[src/rtl/i2s_arb_pkg.sv]
// i2s_arb_pkg: shared types and helpers for the I2S register-port arbiter.
//   state_e     - sequencer states (boot states only reachable with I2S_BOOTCFG_EN)
//   A_*         - register select codes on addr0/addr1
//   CNT_W       - width of the phase down-counter
//   strobe_enc  - {r3,r2,r1,w4,w3,w2,w1} one-hot strobe vector for a given access
package i2s_arb_pkg;

  typedef enum logic [2:0] {
    S_IDLE,
    S_SETUP,
    S_STROBE,
    S_WAIT,
    S_CAPT,
    S_DONE,
    S_BOOT0,
    S_BOOT1
  } state_e;

  localparam logic [1:0] A_LTXD  = 2'd0;
  localparam logic [1:0] A_RTXD  = 2'd1;
  localparam logic [1:0] A_SCLK  = 2'd2;
  localparam logic [1:0] A_SMODE = 2'd3;

  localparam int CNT_W = 2;

  // Bits [3:0] are write strobes for addr 0..3, bits [6:4] read strobes for
  // addr 0..2. A read of SMODE has no strobe and yields all zeros.
  function automatic logic [6:0] strobe_enc(input logic is_wr, input logic [1:0] a);
    logic [6:0] s;
    s = '0;
    if (is_wr) begin
      case (a)
        A_LTXD:  s[0] = 1'b1;
        A_RTXD:  s[1] = 1'b1;
        A_SCLK:  s[2] = 1'b1;
        A_SMODE: s[3] = 1'b1;
        default: s = '0;
      endcase
    end else begin
      case (a)
        A_LTXD:  s[4] = 1'b1;
        A_RTXD:  s[5] = 1'b1;
        A_SCLK:  s[6] = 1'b1;
        default: s = '0;
      endcase
    end
    return s;
  endfunction

endpackage

[src/rtl/i2s_rr_pick.sv]
// i2s_rr_pick: two-way round-robin picker, purely combinational.
//   i_req[1:0]  request levels
//   i_last      index of the previous winner
//   o_grant     one-hot grant (zero when nothing is requested)
//   o_win       winner index
module i2s_rr_pick
  import i2s_arb_pkg::*;
(
  input  logic [1:0] i_req,
  input  logic       i_last,
  output logic [1:0] o_grant,
  output logic       o_win
);

  // On contention the requester that did not win last time goes first.
  always_comb begin
    o_win = (i_req == 2'b11) ? ~i_last : i_req[1];
    o_grant = '0;
    if (i_req != 2'b00) o_grant[o_win] = 1'b1;
  end

endmodule

[src/rtl/i2s_port_arb.sv]
// i2s_port_arb: arbitrates two bus requesters onto the I2S register port and
// sequences each access as setup -> strobe -> (read latency -> capture) -> ack.
//   clk, reset            clock, synchronous active-high reset
//   req/we[1:0]           request level and write(1)/read(0) per requester
//   addr0/1, wdata0/1     register select and write data per requester
//   ack[1:0], err, rdata  completion pulse, illegal/no-data flag, read result
//   busy                  sequencer not idle
//   din, i2s1w..i2s4w,
//   i2s1r..i2s3r          data and one-hot strobes to the I2S block
//   rd_data, rd_oe        I2S read bus and its output enable
// Optional macro I2S_BOOTCFG_EN: after reset, write BOOT_SCLK to SCLK and
// BOOT_SMODE to SMODE before serving any requester.
//
// state  | meaning
// IDLE   | waiting for a request; grants and latches the winner
// SETUP  | din driven, strobe low, SETUP_CYC cycles
// STROBE | one strobe high, STROBE_CYC cycles
// WAIT   | read latency, RD_LAT cycles
// CAPT   | sample rd_data/rd_oe into rdata/err
// DONE   | ack pulse to the winner
// BOOT0  | load boot SCLK write (boot build only)
// BOOT1  | load boot SMODE write (boot build only)
module i2s_port_arb
  import i2s_arb_pkg::*;
#(
  parameter int SETUP_CYC  = 1,
  parameter int STROBE_CYC = 1,
  parameter int RD_LAT     = 2
`ifdef I2S_BOOTCFG_EN
  ,
  parameter logic [15:0] BOOT_SCLK  = 16'h0013,
  parameter logic [15:0] BOOT_SMODE = 16'h0015
`endif
) (
  input  logic        clk,
  input  logic        reset,
  input  logic [1:0]  req,
  input  logic [1:0]  we,
  input  logic [1:0]  addr0,
  input  logic [1:0]  addr1,
  input  logic [15:0] wdata0,
  input  logic [15:0] wdata1,
  output logic [1:0]  ack,
  output logic        err,
  output logic [15:0] rdata,
  output logic        busy,
  output logic [15:0] din,
  output logic        i2s1w,
  output logic        i2s2w,
  output logic        i2s3w,
  output logic        i2s4w,
  output logic        i2s1r,
  output logic        i2s2r,
  output logic        i2s3r,
  input  logic [15:0] rd_data,
  input  logic        rd_oe
);

  state_e             r_state, w_state_nxt;
  logic [CNT_W-1:0]   r_cnt, w_cnt_nxt;
  logic               r_last, r_win, r_we, r_err;
  logic [1:0]         r_addr;
  logic [15:0]        r_wdata, r_rdata;
  logic [1:0]         w_grant;
  logic               w_win, w_valid, w_sel_we, w_illegal;
  logic [1:0]         w_sel_addr;
  logic [15:0]        w_sel_wdata;
  logic [6:0]         w_strb;
`ifdef I2S_BOOTCFG_EN
  logic               r_boot;
`endif

  i2s_rr_pick u_pick (
    .i_req   (req),
    .i_last  (r_last),
    .o_grant (w_grant),
    .o_win   (w_win)
  );

  assign w_valid     = |w_grant;
  assign w_sel_we    = we[w_win];
  assign w_sel_addr  = w_win ? addr1 : addr0;
  assign w_sel_wdata = w_win ? wdata1 : wdata0;
  assign w_illegal   = !w_sel_we && (w_sel_addr == A_SMODE);

  always_comb begin
    w_state_nxt = r_state;
    w_cnt_nxt   = r_cnt;
    busy        = (r_state != S_IDLE);
    din         = '0;
    w_strb      = '0;
    ack         = '0;
    err         = 1'b0;
    case (r_state)
      S_IDLE: begin
        if (w_valid) begin
          if (w_illegal) begin
            w_state_nxt = S_DONE;
          end else begin
            w_state_nxt = S_SETUP;
            w_cnt_nxt   = CNT_W'(SETUP_CYC - 1);
          end
        end
      end
      S_SETUP: begin
        din = r_wdata;
        if (r_cnt == '0) begin
          w_state_nxt = S_STROBE;
          w_cnt_nxt   = CNT_W'(STROBE_CYC - 1);
        end else begin
          w_cnt_nxt = r_cnt - 1'b1;
        end
      end
      S_STROBE: begin
        din    = r_wdata;
        w_strb = strobe_enc(r_we, r_addr);
        if (r_cnt == '0) begin
          if (r_we) begin
            w_state_nxt = S_DONE;
`ifdef I2S_BOOTCFG_EN
            // Boot writes chain SCLK -> SMODE -> IDLE and never ack.
            if (r_boot) w_state_nxt = (r_addr == A_SCLK) ? S_BOOT1 : S_IDLE;
`endif
          end else if (RD_LAT == 0) begin
            w_state_nxt = S_CAPT;
          end else begin
            w_state_nxt = S_WAIT;
            w_cnt_nxt   = CNT_W'(RD_LAT - 1);
          end
        end else begin
          w_cnt_nxt = r_cnt - 1'b1;
        end
      end
      S_WAIT: begin
        if (r_cnt == '0) w_state_nxt = S_CAPT;
        else             w_cnt_nxt   = r_cnt - 1'b1;
      end
      S_CAPT: w_state_nxt = S_DONE;
      S_DONE: begin
        ack[r_win]  = 1'b1;
        err         = r_err;
        w_state_nxt = S_IDLE;
      end
`ifdef I2S_BOOTCFG_EN
      S_BOOT0, S_BOOT1: begin
        w_state_nxt = S_SETUP;
        w_cnt_nxt   = CNT_W'(SETUP_CYC - 1);
      end
`endif
      default: w_state_nxt = S_IDLE;
    endcase
  end

  always_ff @(posedge clk) begin
    if (reset) begin
`ifdef I2S_BOOTCFG_EN
      r_state <= S_BOOT0;
      r_boot  <= 1'b0;
`else
      r_state <= S_IDLE;
`endif
      r_cnt   <= '0;
      r_last  <= 1'b1;
      r_win   <= 1'b0;
      r_we    <= 1'b0;
      r_addr  <= '0;
      r_wdata <= '0;
      r_err   <= 1'b0;
      r_rdata <= '0;
    end else begin
      r_state <= w_state_nxt;
      r_cnt   <= w_cnt_nxt;
      case (r_state)
        S_IDLE: begin
          if (w_valid) begin
            r_last  <= w_win;
            r_win   <= w_win;
            r_we    <= w_sel_we;
            r_addr  <= w_sel_addr;
            // Reads keep din at zero through setup and strobe.
            r_wdata <= w_sel_we ? w_sel_wdata : '0;
            r_err   <= w_illegal;
            if (w_illegal) r_rdata <= '0;
`ifdef I2S_BOOTCFG_EN
            r_boot  <= 1'b0;
`endif
          end
        end
        S_CAPT: begin
          r_rdata <= rd_oe ? rd_data : '0;
          r_err   <= ~rd_oe;
        end
`ifdef I2S_BOOTCFG_EN
        S_BOOT0: begin
          r_boot  <= 1'b1;
          r_we    <= 1'b1;
          r_addr  <= A_SCLK;
          r_wdata <= BOOT_SCLK;
        end
        S_BOOT1: begin
          r_boot  <= 1'b1;
          r_we    <= 1'b1;
          r_addr  <= A_SMODE;
          r_wdata <= BOOT_SMODE;
        end
`endif
        default: ;
      endcase
    end
  end

  assign {i2s3r, i2s2r, i2s1r, i2s4w, i2s3w, i2s2w, i2s1w} = w_strb;
  assign rdata = r_rdata;

endmodule
[config.mk]
export PLATFORM = sky130hd
export DESIGN_NAME = i2s_port_arb
export DESIGN_NICKNAME = d
export VERILOG_FILES = /design/src/rtl/i2s_arb_pkg.sv /design/src/rtl/i2s_rr_pick.sv /design/src/rtl/i2s_port_arb.sv
export SDC_FILE = /design/constraint.sdc
export NUM_CORES = 1
export LEC_CHECK = 0
export ABC_CLOCK_PERIOD_IN_PS = 2300
export BUFFER_PORTS_ARGS = -buffer_cell sky130_fd_sc_hd__buf_2
export CORE_ASPECT_RATIO = 0.9
export CORE_MARGIN = 2
export CORE_UTILIZATION = 51
export CTS_CLUSTER_DIAMETER = 50
export DETAILED_ROUTE_END_ITERATION = 7
export GPL_ROUTABILITY_DRIVEN = 0
export PLACE_DENSITY = 0.87
export SYNTH_ARGS = -nofsm -noshare
export SYNTH_HDL_FRONTEND = slang
export SYNTH_SLANG_ARGS = --single-unit
[constraint.sdc]
create_clock -name clk -period 2.3 [get_ports clk]
set_input_delay 0.115 -clock clk [delete_from_list [all_inputs] [get_ports clk]]
set_output_delay 0.115 -clock clk [all_outputs]
set_load 0.05 [all_outputs]
# [After elaboration in Yosys (flattened, before gate mapping)]
# Cells that the tools add are included.
[classes] bitwise=2 n_lt_le_gt_ge=4 n_div=0 shift=0 mul=0 n_mux=40 n_addsub=1 eq_ne=18 n_reduce_logical=18
[op_table] op="16-bit two-way mux" n=6
[op_table] op="16-bit case mux with 2 select lines" n=1
[op_table] op="2-bit two-way mux" n=9
[op_table] op="3-bit two-way mux" n=6
[op_table] op="3-bit case mux with 5 select lines" n=1
[op_table] op="7-bit two-way mux" n=2
[op_table] op="2-bit inequality test, second input constant" n=7
[op_table] op="1-bit two-way mux" n=11
[op_table] op="2-bit == test, second input constant" n=4
[op_table] op="2-bit case mux with 4 select lines" n=1
[op_table] op="3-bit by 2-bit == test with 1-bit output, second input constant" n=2
[op_table] op="3-bit == test, second input constant" n=2
[op_table] op="5-bit AND reduction" n=1
[op_table] op="2-bit zero test" n=2
[op_table] op="1-bit by 2-bit less-than comparator with 1-bit output, second input constant" n=2
[op_table] op="2-bit AND reduction" n=2
[op_table] op="4-bit AND reduction" n=1
[op_table] op="2-bit nonzero test" n=2
[op_table] op="4-bit nonzero test" n=1
[op_table] op="2-bit OR reduction" n=2
[op_table] op="3-bit by 1-bit == test with 1-bit output, second input constant" n=1
[op_table] op="1-bit logical AND" n=3
[op_table] op="3-bit zero test" n=1
[op_table] op="3-bit inequality test, second input constant" n=1
[op_table] op="other kinds (9)" n=12
[word_totals] regBits=43 ramBits=0 elab_cells=92 output_inout_bits=43 latch_bits=0 rom_bits=0 mem_count=0

# [Logic depth before layout (Yosys ltp)]
# Gate-level depths: netlist of the first run.
[logic_depth] word_depth=10 ltp_mapped=6 ltp_nobuf=6

# [By module]
# A second synthesis of the first run with hierarchy kept.
[unflattened] cells_unflattened=245 area_unflattened_um2=2162.1
[by_module_without_submodules] module="i2s_port_arb" seq_area_each_um2=860.8 instances=1 cells_each=241 area_each_um2=2135.8
[by_module_without_submodules] module="i2s_rr_pick" seq_area_each_um2=0.0 instances=1 cells_each=4 area_each_um2=26.3

# [Worst setup path before layout of the first run]
# No wires, ideal clock.
[synth_timing] kind="register to output" start="register r_state[2]" end="output ack[0]" slack_ps=-301 path_stages_with_launch=5 arrival_ps=2486 path_cell_list="dfxtp_1 clkbuf_1 inv_1 clkbuf_1 nor4_1"
[synth_via] elab_chain_len=2
[synth_rtl] element="start: declaration" line_no="i2s_port_arb.sv:59" text="state_e r_state, w_state_nxt;"
[synth_rtl] element="start signal: assignment" line_no="i2s_port_arb.sv:171" text="r_state <= w_state_nxt;"
[synth_rtl] element="3-bit == test" line_no="i2s_port_arb.sv:94" text="case (r_state)"
[synth_rtl] element="2-bit two-way mux" line_no="i2s_port_arb.sv:94"
[synth_rtl] element="end: declaration" line_no="i2s_port_arb.sv:43" text="output logic [1:0] ack,"
# Every way passes these cells.

# [Worst setup path in the final report of the first run]
[layout_timing] start="register r_state[1]" end="output i2s2r"
[layout_via] elab_chain_len=2
[layout_rtl] element="3-bit by 2-bit == test with 1-bit output" line_no="i2s_port_arb.sv:94"
[layout_rtl] element="7-bit two-way mux" line_no="i2s_port_arb.sv:94"
[layout_rtl] element="end: declaration" line_no="i2s_port_arb.sv:53" text="output logic i2s2r,"
# Every way passes these cells.

==> results.py, run 1 <==
metrics = {
    "outcome": {
        "outcome": "finished, final reports clean",
    },
    "critical_path": {
        "critPathLaunchType": "register",
        "r2r_setup_slack_ps": 250,
        "cp_max_fo": 15,
        "path_class": "register to output port",
        "crit_path_end_kind": "output port",
        "crit_required_ps": 2180,
        "critPathArrivalTime_ps": 2030,
        "cpPeakStageDelay_ps": 690,
        "critical_path.cell_chain": "nand2b_1 -> or3_1 -> nor3b_1 -> buf_2",
        "critical-path-slowest-cell": "dfxtp_1",
    },
    "logic_synthesis": {
        "syn-cell-area_um2": 2310,
        "syn_inst": 275,
        "synth.distinct_cells": 47,
        "synth-edff-count": 0,
        "ys_async_sr_fraction": 0,
        "yosys_register_bits": 43,
        "syn_nets": 337,
        "yosys_warnings": 0,
        "syn_avg_cell_area_um2": 8.41,
        "ys_seq_area_frac": 0.372,
        "ys.flop_type": "dfxtp_1",
    },
    "die": {
        "die_h_um": 67.9,
        "core_um2": 4400,
        "initial_utilization": 0.525,
        "rows": 23,
        "die-area_um2": 5090,
        "io_pins": 102,
        "fp.dieW_um": 75.0,
    },
    "power": {
        "p_per_area_nw_per_um2": 791,
        "leakagePower_nw": 1.36,
        "worst_ir_drop_vdd_uv": 489,
    },
    "clock_tree": {
        "cts_tree": "built",
        "post_cts_resized": 0,
        "cts_made_buffers": 5,
        "clock_tree.root_cell": "clkbuf_8",
        "clock_sinks": 43,
        "worstSkewPairLatency_ps": 290,
        "cts-hold-fix-buffers": 0,
        "cts_max_path_buffers": 2,
        "cts.clk_slew.worst_paths_ps": 80,
        "cts_setup_buffers": 0,
        "htree_levels": 2,
    },
    "place": {
        "portBuffers": 101,
        "dp.final_hpwl_um": 4050,
        "dp_cells": 422,
        "pre_cts_slack_ps": 290,
    },
    "detailed_routing": {
        "route.vias.total": 2307,
        "avgViaCountPerCell": 5.37,
        "drt-total-wl_um": 5690,
        "final_antenna_net_count": 0,
        "drcViolationCount": 0,
        "wl_per_cell_um": 13.2,
        "drt-pass1-iter-count": 4,
        "drt_iter0_markers": 112,
    },
    "grt": {
        "grt_pass1_vias": 2125,
        "antenna_found_initial": 0,
        "grt_pass1_wl_um": 8860,
        "grt_max_degree": 34,
        "gr-usage-all-layers": 0.224,
        "overflow": 0,
    },
    "finish": {
        "drive_above_1_share": 0.329,
        "area_growth_pct": 25.3,
        "post-route-util": 0.658,
        "num_antenna_cells": 0,
        "stdcell_count": 430,
        "nets": 429,
    },
    "run": {
        "drv_cap": 0,
    },
    "timing": {
        "maxSlewViolCount": 0,
        "relSlewSlack": 0.275,
        "finalCriticalPeriod_ps": 2140,
        "rsz0062_at_grt": "no",
        "hold_viol": 0,
        "min_period_over_period": 0.931,
        "timing.final.ws_setup_ps": 158,
        "setup_viol": 0,
        "clock-skew-final_ps": 6.62,
        "worst_pin_slew_ps": 1080,
        "fmax_mhz": 467,
        "setup-tns-final_ps": 0,
    },
    "worst_hold_path": {
        "hp-class": "input pin to register",
    },
}
state kept, by name, indices dropped and copies added, names as in the netlist:
signal and flops:
r_state 3, r_win 1, r_wdata 16, r_we 1
r_last 1, r_cnt 2, rdata 16, r_addr 2
r_err 1
layout by cell type, fill, tap and decap left out, types with 2 or more instances in the layout:
| master | Yosys | routed |
|---|---|---|
| buf_2 | 3 | 101 |
| dfxtp_1 | 43 | 43 |
| nand2_1 | 36 | 36 |
| mux2i_1 | 21 | 21 |
| and3_1 | 20 | 20 |
| o21ai_0 | 18 | 18 |
| a21oi_1 | 18 | 18 |
| or3_1 | 17 | 17 |
| a22oi_1 | 17 | 17 |
| nor2_1 | 14 | 14 |
| inv_1 | 5 | 5 |
| nand2b_1 | 5 | 5 |
| clkbuf_8 | 0 | 5 |
| buf_4 | 1 | 4 |
| nor3_1 | 3 | 3 |
| a211oi_1 | 3 | 3 |
| ha_1 | 3 | 3 |
| nor3b_1 | 2 | 2 |
| nor2b_1 | 2 | 2 |
| nand3b_1 | 2 | 2 |
| o21a_1 | 2 | 2 |
| a221oi_1 | 2 | 2 |
| o211ai_1 | 2 | 2 |
cell families after synthesis:
| group | count (synthesis) | synth area share |
|---|---|---|
| AOI/OAI and AO/OA | 71 | 0.199 |
| xor gates and xnor gates | 1 | 0.00379 |
| adders and majority gates | 3 | 0.0162 |
| buffers and inverters | 25 | 0.0595 |
| DFF | 43 | 0.372 |
| muxes | 23 | 0.102 |
| and+or+nand+nor | 109 | 0.247 |
worst paths after layout:
kind / startpoint / endpoint / cells after the start
max: r_state[1] / i2s2r / 4
min: rd_data[9] / rdata[9] / 3
max reg2reg: r_state[1] / rdata[3] / 4
min reg2reg: r_wdata[14] / r_wdata[14] / 2
report_power, final:
group / switching (W) / leakage, nW / internal (W) / total (W)
registers: 0.000116 / 0.350 / 0.000837 / 0.000953
logic: 0.000579 / 0.968 / 0.000293 / 0.000872
clock network: 0.000254 / 0.0412 / 0.000212 / 0.000466
Yosys cell counts, types with 3 or more instances:
cell      instances  share of area
mux2i_1          21          0.091
buf_2             3         0.0065
nor3_1            3         0.0065
or3_1            17          0.046
ha_1              3          0.016
inv_1             5         0.0081
a21oi_1          18          0.039
nor2_1           14          0.023
a22oi_1          17          0.055
dfxtp_1          43           0.37
nand2_1          36          0.058
clkbuf_1         12          0.019
a211oi_1          3         0.0097
o21ai_0          18          0.039
nand2b_1          5          0.014
and3_1           20          0.054
layout make-up:
type                            count  area [um^2]
Clock buffer                        6         72.6
Sequential cell                    43          861
Timing Repair Buffer              105          536
Tap cell                           62         77.6
Multi-Input combinational cell    207         1320
Clock inverter                      2         12.5
Fill cell                         398         1510
Inverter                            5         18.8
per-layer routing:
metal / up-vias / routed length, um / track usage
li1: 1169 / - / -
met1: 1062 / 2420 / 0.258
met2: 68 / 2900 / 0.393
met3: 8 / 275 / 0.0515
met4: 0 / 95 / 0.105
met5: - / 0 / 0
critical path: cells and delay by family (launching register included):
family | cells | cell delay [ps]
buffers and inverters | 1 | 290
DFF | 1 | 690
and+or+nand+nor | 3 | 750
through the flow:
step	total power [W]	hold WS (ps)	instance area (um^2)
floorplan	0.00163	261	2320
global placement	0.00181	346	2810
detailed placement	0.00183	358	2810
CTS	0.00231	45.1	2900
global route	0.00243	46.3	2900
finish	0.00229	51.5	2900
Power figures use the tool's default switching activity.
==> run 2: changes to the inputs <==
ABC_AREA = 1   (was not set)
CORE_UTILIZATION = 45   (was 51)
PLACE_DENSITY = 0.78   (was 0.87)
==> run 2 against run 1 <==
Against the previous run: area after synthesis up 2.7%; power increased by 58%; highest routed layer unchanged; largest cell class unchanged; via count rose by 11%.
==> results.py, run 2 <==
metrics = {
    "clock_tree": {
        "cts_setup_buffers": 0,
        "cts-hold-fix-buffers": 0,
        "htree_levels": 2,
        "cts_made_buffers": 5,
        "clock_sinks": 43,
        "cts_tree": "built",
        "worstSkewPairLatency_ps": 290,
        "clock_tree.root_cell": "clkbuf_8",
        "cts_max_path_buffers": 2,
        "post_cts_resized": 0,
        "cts.clk_slew.worst_paths_ps": 80,
    },
    "logic_synthesis": {
        "synth_top_cell_by_area": "dfxtp_1",
        "synth.distinct_cells": 25,
        "syn-cell-area_um2": 2370,
        "yosysMostFrequentCell": "nand2_1",
        "synth_top_area_frac": 0.362,
        "synth-edff-count": 0,
        "synthTopCellsByArea": "dfxtp_1 (36%), nand2_1 (22%), nor2_1 (9.5%), a21oi_1 (7.6%), inv_1 (6.0%)",
        "synthTopCellsByCount": "nand2_1 (138), nor2_1 (60), dfxtp_1 (43)",
        "ys_async_sr_fraction": 0,
        "syn_avg_cell_area_um2": 6.14,
        "yosys_register_bits": 43,
        "yosys_warnings": 0,
        "ys.flop_type": "dfxtp_1",
        "syn_inst": 387,
        "ys_seq_area_frac": 0.362,
        "syn_nets": 449,
    },
    "place": {
        "portBuffers": 101,
        "dp.final_hpwl_um": 4240,
        "pre_cts_slack_ps": 367,
        "dp_cells": 540,
    },
    "timing": {
        "fmax_mhz": 501,
        "worst_pin_slew_ps": 689,
        "setup_viol": 0,
        "rsz0062_at_grt": "no",
        "hold_viol": 0,
        "timing.final.ws_setup_ps": 305,
        "setup-tns-final_ps": 0,
        "whs_ps": 150,
        "min_period_over_period": 0.867,
        "maxSlewViolCount": 0,
        "finalCriticalPeriod_ps": 1990,
        "relSlewSlack": 0.540,
        "clock-skew-final_ps": 8.68,
    },
    "die": {
        "io_pins": 102,
        "core_um2": 5160,
        "die-area_um2": 5880,
        "initial_utilization": 0.460,
        "die_h_um": 72.9,
        "rows": 25,
        "fp.dieW_um": 80.6,
    },
    "finish": {
        "stdcell_count": 548,
        "nets": 542,
        "final_common_cell": "nand2_1",
        "layout_common_cells": "nand2_1 (138), buf_2 (101), nor2_1 (60), dfxtp_1 (43), inv_1 (38)",
        "drive_above_1_share": 0.266,
        "num_antenna_cells": 0,
        "post-route-util": 0.584,
        "area_growth_pct": 26.8,
    },
    "detailed_routing": {
        "drt-total-wl_um": 5810,
        "route.vias.total": 2554,
        "wl_per_cell_um": 10.6,
        "drt-pass1-iter-count": 4,
        "final_antenna_net_count": 0,
        "avgViaCountPerCell": 4.66,
        "drt_iter0_markers": 96,
        "drcViolationCount": 0,
    },
    "critical_path": {
        "crit_required_ps": 2180,
        "cp_max_fo": 16,
        "critPathArrivalTime_ps": 1880,
        "path_class": "register to output port",
        "crit_path_end_kind": "output port",
        "critPathLaunchType": "register",
        "r2r.worst_path.cells": 10,
    },
    "worst_hold_path": {
        "min_path_cells": 5,
        "hp-class": "input pin to register",
    },
    "grt": {
        "grt_pass1_wl_um": 9810,
        "grt_max_degree": 31,
        "grt_pass1_vias": 2278,
        "overflow": 0,
        "gr-usage-all-layers": 0.207,
        "antenna_found_initial": 0,
    },
    "power": {
        "worst_ir_drop_vdd_uv": 599,
        "leakagePower_nw": 1.55,
        "p_per_area_nw_per_um2": 1200,
    },
    "outcome": {
        "outcome": "finished, final reports clean",
    },
    "run": {
        "drv_cap": 0,
    },
}
==> run 2: changes by cell type in the layout (fill, tap and decap cells not counted), sizes merged, moves of 20 or more <==
cell,change
and3,-20
inv,+36
mux2i,-22
nand2,+108
nand3,+22
nor2,+49
==> run 2: per-stage QoR <==
stage	power, W	area [um^2]
floorplan	0.00259	2370
global placement	0.00293	2880
detailed placement	0.00296	2880
CTS	0.00365	3010
global route	0.00393	3010
finish	0.00362	3010
==> run 2: critical path, cell delays in order (launching register included) <==
cell     delay, ps
dfxtp_1        440
inv_1          130
nand2_1        100
nor2_1          60
inv_1           80
nand2_1         60
inv_1          400
nor2_1          90
buf_2          230
==> run 2: cell type report <==
cell class | count | area (um^2)
flip-flops and latches | 43 | 861
multi-input cells | 285 | 1250
repair buffers | 104 | 528
inverters | 41 | 154
clock inverters | 2 | 60.1
clock buffers | 6 | 72.6
fillers | 539 | 2150
well taps | 67 | 83.8
==> run 2: logic make-up (layout without fill, tap and decap cells) <==
logic type	count (synthesis)	after routing	synth area share
AO/OA/AOI/OAI	46	46	0.103
adder cells (fa/ha/maj)	3	3	0.0158
buffers and inverters	59	153	0.110
flip-flops	43	43	0.362
AND/OR/NAND/NOR	236	236	0.408
==> run 2: path summary, 6_finish.rpt <==
check / from / endpoint / slack [ps]
worst max-delay path: r_state[2] / din[7] / 310
worst min register to register: r_wdata[0] / r_wdata[0] / 470
worst min-delay path: rd_data[8] / rdata[8] / 150
worst max register to register: r_last / rdata[6] / 350
==> run 2: power by group <==
part | leakage (nW) | internal [W] | switching, W | total, W
Combinational | 1.13 | 0.000506 | 0.00135 | 0.00186
Sequential | 0.351 | 0.000946 | 0.000131 | 0.00108
Clock | 0.0654 | 0.000434 | 0.000253 | 0.000687
==> run 2: metal layers <==
metal,global-route usage,up-vias,routed length [um]
li1,-,1372,-
met1,0.268,1125,2640
met2,0.351,48,2810
met3,0.0446,9,280
met4,0.0546,0,76
met5,0,-,0
